<file path="src/rtl/snax_simbacore_csr_pkg.sv">
// rtl/snax_simbacore_csr_pkg.sv - address map, word type and mode constants for the SimbaCore CSR manager
package snax_simbacore_csr_pkg;

  localparam int unsigned DefRegRWCount   = 6;
  localparam int unsigned DefRegROCount   = 2;
  localparam int unsigned DefRegDataWidth = 32;

  localparam int unsigned StartIdx = DefRegRWCount - 1;
  localparam int unsigned RoBase   = DefRegRWCount;

  typedef logic [DefRegDataWidth-1:0] reg_word_t;

  // Operating modes written into config register 0
  localparam reg_word_t ModeIdle = reg_word_t'(0);
  localparam reg_word_t ModeGemm = reg_word_t'(1);
  localparam reg_word_t ModeSimd = reg_word_t'(2);

  function automatic int unsigned start_index(input int unsigned rw_count);
    return rw_count - 1;
  endfunction

  function automatic int unsigned ro_base(input int unsigned rw_count);
    return rw_count;
  endfunction

endpackage

</file>
<file path="src/rtl/snax_simbacore_csr_manager.sv">
// rtl/snax_simbacore_csr_manager.sv - core CSR front end with shadow config and start-triggered launch handshake
module snax_simbacore_csr_manager
  import snax_simbacore_csr_pkg::*;
#(
  parameter int unsigned RegRWCount   = DefRegRWCount,
  parameter int unsigned RegROCount   = DefRegROCount,
  parameter int unsigned RegDataWidth = DefRegDataWidth,
  parameter int unsigned RegAddrWidth = 32
) (
  input  logic                                   clk_i,
  input  logic                                   rst_ni,
  input  logic [RegAddrWidth-1:0]                csr_req_addr_i,
  input  logic [RegDataWidth-1:0]                csr_req_data_i,
  input  logic                                   csr_req_write_i,
  input  logic                                   csr_req_valid_i,
  output logic                                   csr_req_ready_o,
  output logic [RegDataWidth-1:0]                csr_rsp_data_o,
  output logic                                   csr_rsp_valid_o,
  input  logic                                   csr_rsp_ready_i,
  output logic [RegRWCount-1:0][RegDataWidth-1:0] csr_reg_set_o,
  output logic                                   csr_reg_set_valid_o,
  input  logic                                   csr_reg_set_ready_i,
  input  logic [RegROCount-1:0][RegDataWidth-1:0] csr_reg_ro_set_i
);

  localparam int unsigned StartAt = start_index(RegRWCount);
  localparam int unsigned RoAt    = ro_base(RegRWCount);
  localparam logic [RegAddrWidth-1:0] StartAddr = RegAddrWidth'(StartAt);

  logic [RegRWCount-2:0][RegDataWidth-1:0] shadow_q;
  logic [RegRWCount-1:0][RegDataWidth-1:0] launch_q;
  logic                                    pending_q;
  logic                                    rsp_valid_q;
  logic [RegDataWidth-1:0]                 rsp_data_q;
  logic [RegDataWidth-1:0]                 rd_data;

  logic is_start, req_fire, wr_fire, rd_fire, start_fire;

  assign is_start = csr_req_write_i && (csr_req_addr_i == StartAddr);

  // A second start may only enter once the current launch is leaving this cycle
  assign csr_req_ready_o = !(rsp_valid_q && !csr_rsp_ready_i)
                         && !(is_start && pending_q && !csr_reg_set_ready_i);

  assign req_fire   = csr_req_valid_i && csr_req_ready_o;
  assign wr_fire    = req_fire && csr_req_write_i;
  assign rd_fire    = req_fire && !csr_req_write_i;
  assign start_fire = wr_fire && is_start;

  // Full-width address compares so high address bits never alias onto a register
  always_comb begin
    rd_data = '0;
    for (int unsigned i = 0; i < RegRWCount - 1; i++) begin
      if (csr_req_addr_i == RegAddrWidth'(i)) rd_data = shadow_q[i];
    end
    if (csr_req_addr_i == StartAddr) rd_data = {{(RegDataWidth-1){1'b0}}, pending_q};
    for (int unsigned k = 0; k < RegROCount; k++) begin
      if (csr_req_addr_i == RegAddrWidth'(RoAt + k)) rd_data = csr_reg_ro_set_i[k];
    end
  end

  always_ff @(posedge clk_i or negedge rst_ni) begin
    if (!rst_ni) begin
      shadow_q <= '0;
    end else if (wr_fire) begin
      for (int unsigned i = 0; i < RegRWCount - 1; i++) begin
        if (csr_req_addr_i == RegAddrWidth'(i)) shadow_q[i] <= csr_req_data_i;
      end
    end
  end

  always_ff @(posedge clk_i or negedge rst_ni) begin
    if (!rst_ni) begin
      launch_q  <= '0;
      pending_q <= 1'b0;
    end else begin
      if (pending_q && csr_reg_set_ready_i) pending_q <= 1'b0;
      if (start_fire) begin
        launch_q  <= {csr_req_data_i, shadow_q};
        pending_q <= 1'b1;
      end
    end
  end

  always_ff @(posedge clk_i or negedge rst_ni) begin
    if (!rst_ni) begin
      rsp_valid_q <= 1'b0;
      rsp_data_q  <= '0;
    end else if (rd_fire) begin
      rsp_valid_q <= 1'b1;
      rsp_data_q  <= rd_data;
    end else if (csr_rsp_ready_i) begin
      rsp_valid_q <= 1'b0;
    end
  end

  assign csr_rsp_valid_o     = rsp_valid_q;
  assign csr_rsp_data_o      = rsp_data_q;
  assign csr_reg_set_valid_o = pending_q;
  assign csr_reg_set_o       = launch_q;

endmodule

</file>
<file path="config.mk">
export PLATFORM = sky130hd
export DESIGN_NAME = snax_simbacore_csr_manager
export DESIGN_NICKNAME = d
export VERILOG_FILES = /design/src/rtl/snax_simbacore_csr_pkg.sv /design/src/rtl/snax_simbacore_csr_manager.sv
export SDC_FILE = /design/constraint.sdc
export NUM_CORES = 1
export LEC_CHECK = 0
export CORE_AREA = 2 2 207 209
export CTS_CLUSTER_DIAMETER = 80
export CTS_CLUSTER_SIZE = 40
export DETAILED_ROUTE_END_ITERATION = 10
export DIE_AREA = 0 0 209 211
export HOLD_SLACK_MARGIN = 0.08
export PLACE_DENSITY = 0.61
export SETUP_SLACK_MARGIN = 0.3
export SLEW_MARGIN = 10
export SYNTH_ARGS = -nofsm -noshare
export SYNTH_HDL_FRONTEND = slang
export SYNTH_SLANG_ARGS = --single-unit
export TNS_END_PERCENT = 5
</file>
<file path="constraint.sdc">
create_clock -name clk_i -period 6.1 [get_ports clk_i]
set_input_delay 1.22 -clock clk_i [delete_from_list [all_inputs] [get_ports clk_i]]
set_output_delay 1.22 -clock clk_i [all_outputs]
set_load 0.005 [all_outputs]
</file>
==> results.yml <==
critical_path:
  r2r_end: "csr_reg_set_o[169]"
  crit_path_start_kind: "primary input"
  cp-end-kind: "output port"
  critPathLaunch: "csr_req_addr_i[17]"
  r2r_cells: 5
  r2r_start: "csr_rsp_valid_o"
  rrSetupSlack_ns: 3.50
  worstPathArrival_ns: 3.24
  required_ns: 4.88
  critPathMaxFanout: 12
  path_class: "primary input to output port"
timing:
  clock_skew_ns: 0.0213
  worst_pin_slew_ns: 1.16
  tns_ns: 0
  setup_viol: 0
  hold_violations: 0
  max_slew_margin_pct: 22.7
  finalCritPeriodShare_pct: 73.1
  drv_slew: 0
  fmax_mhz: 224
  rsz0062_at_grt: "no"
  layout_setup_ws_ns: 1.64
  fin_crit_ns: 4.46
logic_synthesis:
  synth-seq-cells: 386
  seq_area_frac_synth_pct: 58.5
  synth_fp_nets: 1220
  yosysWarnings: 0
  netlist_area_mm2: 0.0165
  syn_inst: 1086
  synth_edf_count: 0
  synth_flop_cell: "dfrtp_1"
  synth.distinct_cells: 41
  avgSynthCellArea_um2: 15.2
  async_reset_ff_share_pct: 100
hold_path:
  whs_endpoint: "csr_reg_set_o[37]"
  min-delay-start: "csr_reg_set_o[37]"
  hold_class: "flip-flop to flip-flop"
  holdPathStages: 1
floorplan:
  dieArea_mm2: 0.0441
  pin_count: 361
  placement_rows: 75
  fp.coreArea_mm2: 0.0418
  die_y_um: 211
  start_util_pct: 39.6
  die_w_um: 209
drt:
  drt_first_pass_iters: 4
  detail-route-antenna-nets: 0
  wl_met1_mm: 20.8
  drc: 0
  vias: 10500
  drt-vias-per-instance: 5.33
  finalWirelength_mm: 46.3
  dr.max_layer_used: "met4"
  drtIter0Drc: 552
  wl_met2_mm: 21.4
  wl_per_cell_um: 23.5
  wl_met3_mm: 3.03
cts:
  cts_root_buffer: "clkbuf_16"
  clk_pin_slew_ns: 0.09
  cts_buffer_depth: 3
  cts_tree: "yes"
  cts-resized-gates: 0
  cts_hold_buf: 0
  postCtsSetupBuffers: 0
  numCtsBuffers: 23
  ctsHtreeMaxLevel: 1
  worstSkewPairLatency_ns: 0.57
  cts_sinks: 386
grt:
  globalRoute.totalOverflow: 0
  first_global_vias: 11200
  antenna_found_initial: 0
  grt_pass1_wl_mm: 71.0
  track_usage_pct: 21.1
  grt_max_degree: 149
final_layout:
  layout-drive-gt1-share_pct: 15.5
  layout.nets: 1551
  area_growth_pct: 29.7
place:
  numPortBuffers: 360
  pre_cts_ws_ns: 1.60
  place_congestion: 0.740
  dpl.hpwl_mm: 30.5
pwr:
  power_per_cell_area_mw_per_mm2: 225
  p_leak_nw: 10.1
  ir_worst_vdd_v: 0.000203
  power_mw: 4.83
status:
  run_status: "finished clean"
flow_run:
  max_cap_viol_count: 0
-- critical path: stages --
cell,delay (ns)
clkdlybuf4s50_1,0.39
nor4_1,0.29
nand4_1,0.24
buf_4,0.29
nor2_1,0.19
a31oi_1,0.13
clkdlybuf4s50_1,0.47
-- synth_stat cells, drive strengths merged, types with 4 or more instances --
cell | count | area share (%)
dfrtp | 386 | 58
mux2 | 354 | 24
buf | 56 | 2.5
nand2b | 36 | 1.4
nor2b | 33 | 1.2
mux4 | 31 | 4.2
nor2 | 31 | 0.70
o21ai | 27 | 0.84
o2111a | 26 | 1.8
o32ai | 26 | 1.4
clkbuf | 20 | 0.46
nor4 | 14 | 1.0
nand3 | 7 | 0.21
nor3 | 5 | 0.15
nand2 | 4 | 0.091
o221ai | 4 | 0.21
-- metrics by stage --
step	hold slack, ns	utilization (%)	cell area, um2	std cells
CTS	0.496	51.3	21400	1972
floorplan	0.469	-	16500	1086
detailed placement	0.474	49.2	20600	1931
finish	0.491	51.3	21400	1973
global placement	0.466	49.2	20600	1931
global route	0.503	51.3	21400	1972
-- cell type report --
| class | count | area (um2) |
|---|---|---|
| antenna | 1 | 2.50 |
| clock buffer | 25 | 583 |
| clock inverter | 16 | 290 |
| fill | 3605 | 20300 |
| inverter | 1 | 3.75 |
| multi-input combinational | 623 | 6400 |
| sequential | 386 | 9660 |
| tap | 539 | 674 |
| timing repair buffer | 382 | 3810 |
-- flip-flops by register name, summed over array words and instances (netlist names) --
register / flops
shadow_q: 160
csr_rsp_valid_o: 1
csr_reg_set_valid_o: 1
csr_rsp_data_o: 32
csr_reg_set_o: 192
-- metal layers --
metal / GRT usage (%) / vias up
li1: - / 4672
met1: 28.7 / 5510
met2: 33.7 / 279
met3: 5.77 / 59
met4: 4.73 / 0
met5: 0 / -
-- placed cells by master, fill, tap and decap left out, types with 3 or more instances in the layout --
| cell | Yosys | layout |
|---|---|---|
| nor4_4 | 4 | 6 |
| nand3_1 | 7 | 7 |
| mux2_1 | 243 | 243 |
| nor2_1 | 31 | 31 |
| mux4_2 | 31 | 31 |
| o21ai_0 | 26 | 26 |
| dfrtp_1 | 386 | 386 |
| nand2_1 | 4 | 4 |
| o32ai_1 | 26 | 26 |
| o221a_2 | 3 | 3 |
| mux2_2 | 111 | 111 |
| mux2i_1 | 3 | 3 |
| o221ai_1 | 4 | 4 |
| clkdlybuf4s50_1 | 0 | 356 |
| nor4_1 | 7 | 7 |
| o2111a_1 | 26 | 26 |
| nor3_1 | 5 | 4 |
| inv_16 | 0 | 6 |
| clkinv_8 | 0 | 4 |
| buf_12 | 0 | 4 |
| buf_4 | 19 | 19 |
| and2_1 | 3 | 3 |
| clkbuf_16 | 0 | 23 |
| nor2b_1 | 33 | 33 |
| nand2b_1 | 36 | 35 |
-- how the worst max path moves through the flow --
| stage | to | depth (start not counted) |
|---|---|---|
| 2_1_floorplan | csr_req_ready_o | 5 |
| 3_3_place_gp | csr_req_ready_o | 7 |
| 3_5_place_dp | csr_req_ready_o | 7 |
| 4_1_cts | csr_req_ready_o | 7 |
| 5_1_grt | csr_req_ready_o | 7 |
| 6_report | csr_req_ready_o | 7 |
-- where the power goes --
part / internal [mW] / leakage [nW] / switching [mW]
registers: 2.59 / 5.36 / 0.0144
logic: 0.185 / 4.34 / 0.189
clock network: 0.800 / 0.417 / 1.06
total: 3.57 / 10.1 / 1.26
-- kinds of logic after synthesis --
logic type | count (synthesis) | synth area share, %
buffers and inverters | 77 | 2.98
AOI/OAI and AO/OA | 91 | 4.66
DFF | 386 | 58.5
muxes | 388 | 28.5
and+or+nand+nor | 144 | 5.36
Power figures use the tool's default switching activity.
==> patch (same flow settings) <==
The package constant `DefRegRWCount` goes from 6 to 5.
--- a/src/rtl/snax_simbacore_csr_pkg.sv
+++ b/src/rtl/snax_simbacore_csr_pkg.sv
@@ -1,7 +1,7 @@
 // rtl/snax_simbacore_csr_pkg.sv - address map, word type and mode constants for the SimbaCore CSR manager
 package snax_simbacore_csr_pkg;
 
-  localparam int unsigned DefRegRWCount   = 6;
+  localparam int unsigned DefRegRWCount   = 5;
   localparam int unsigned DefRegROCount   = 2;
   localparam int unsigned DefRegDataWidth = 32;
 
Interface: changed (resized csr_reg_set_o); port bits go from 361 to 329. The function was not compared with the original's and may differ.
==> patch against the original RTL <==
Wire length fell by 11%; synthesized area fell by 16%; final area fell by 14%; power fell by 17%; critical path depth fell by 2; combinational power fell by 27%; sequential power fell by 18%; die area did not move; clock skew rose by 11 ps; count of clock-buffer cells in the layout fell by 4; worst setup slack got worse by 240 ps; sequential cell count fell by 64; critical path type unchanged.
==> patch: results (changes against the original RTL) <==
outcome complete, no violations (unchanged); hold depth 2 (was 1); Largest register FFs 160 (was 192); top cells by area, synth dfrtp_1 58%, mux2_2 15%, mux2_1 8.0% (was dfrtp_1 58%, mux2_1 17%, mux2_2 7.6%); vias in the first global route 10100 (was 11200); drt first pass iters 6 (was 4); worst vdd ir 0.153 mV (was 0.203 mV); clk_skew 32.1 ps (was 21.3 ps); CP max-delay cell nand4_1 (was clkdlybuf4s50_1); worst rel slew slack 22.4% (was 22.7%); number of DRC markers in iteration 0 368 (was 552); first-pass GRT wire length 63100 um (was 71000 um); Min Hold Slack 481 ps (was 491 ps); fin nets 1465 (was 1551); Netlist cell types 31 (was 41); via/cell ratio 5.05 (was 5.33); clk_lat worst skew 550 ps (was 570 ps); CP max stage delay 580 ps (was 470 ps); share of cells above drive strength 1 19.0% (was 15.5%); R2R Path End csr_rsp_data_o[20] (was csr_reg_set_o[169]); pin count of the biggest net entering global routing 144 (was 149); total global-route track usage 18.5% (was 21.1%); total CTS buffers 20 (was 23); PortBufs 328 (was 360); Detail Placement HPWL 25900 um (was 30500 um); beginning of the worst hold path csr_rsp_data_o[10] (was csr_reg_set_o[37]); Hold Path End csr_rsp_data_o[10] (was csr_reg_set_o[37]); FF-to-FF setup slack 3560 ps (was 3500 ps); Max FO, Critical Path 7 (was 12); leakage 8.58 nW (was 10.1 nW)
## patch: layout make-up
class	instances	area share (%)
flip-flops and latches	322	43.5
multi-input cells	608	29.4
repair buffers	346	18.6
well taps	539	3.64
clock buffers	21	2.84
clock inverters	14	1.30
inverters	33	0.669
## patch: cell families after synthesis
logic type	Yosys count	share of synthesized area (%)
simple gates	126	5.25
mux	290	23.5
buf+inv	107	3.33
compound gates	192	10.1
flops	322	57.9
## patch: per-stage QoR
step / total power (W) / std cells / cell area (sq um)
after floorplan: 0.00226 / 1037 / 13900
after global placement: 0.00245 / 1848 / 17700
after detailed placement: 0.00245 / 1848 / 17700
after CTS: 0.00409 / 1883 / 18500
after global routing: 0.00418 / 1883 / 18500
final: 0.00402 / 1883 / 18500
## patch: worst max path at each step
stage	startpoint	to	slack (ps)	cells past startpoint
after floorplan	csr_req_addr_i[17]	csr_req_ready_o	2670	3
after detailed placement	csr_req_addr_i[26]	csr_req_ready_o	1410	5
after global routing	csr_req_addr_i[10]	csr_req_ready_o	1310	5
final	csr_req_addr_i[9]	csr_req_ready_o	1400	5
after global placement	csr_req_addr_i[17]	csr_req_ready_o	1490	5
after CTS	csr_req_addr_i[26]	csr_req_ready_o	1410	5
## patch: routing by layer
layer | up-vias | global-route usage (%) | part of all wire (%)
met2 | 250 | 31.7 | 49
li1 | 4321 | - | -
met1 | 4885 | 24.2 | 44
met3 | 61 | 3.18 | 5.0
met4 | 0 | 5.05 | 2.4
met5 | - | 0 | 0
## patch: worst max-delay path, delay by kind of cell
| family | cells | cell delay [ps] |
|---|---|---|
| AND/OR/NAND/NOR | 2 | 880 |
| buffers and inverters | 2 | 870 |
| AO/OA/AOI/OAI | 1 | 500 |
## patch: report_power, final
group	leakage, nW	internal (W)	switching, W
clock	0.361	0.000740	0.000868
sequential	4.50	0.00213	0.000000302
combinational	3.72	0.000116	0.000157
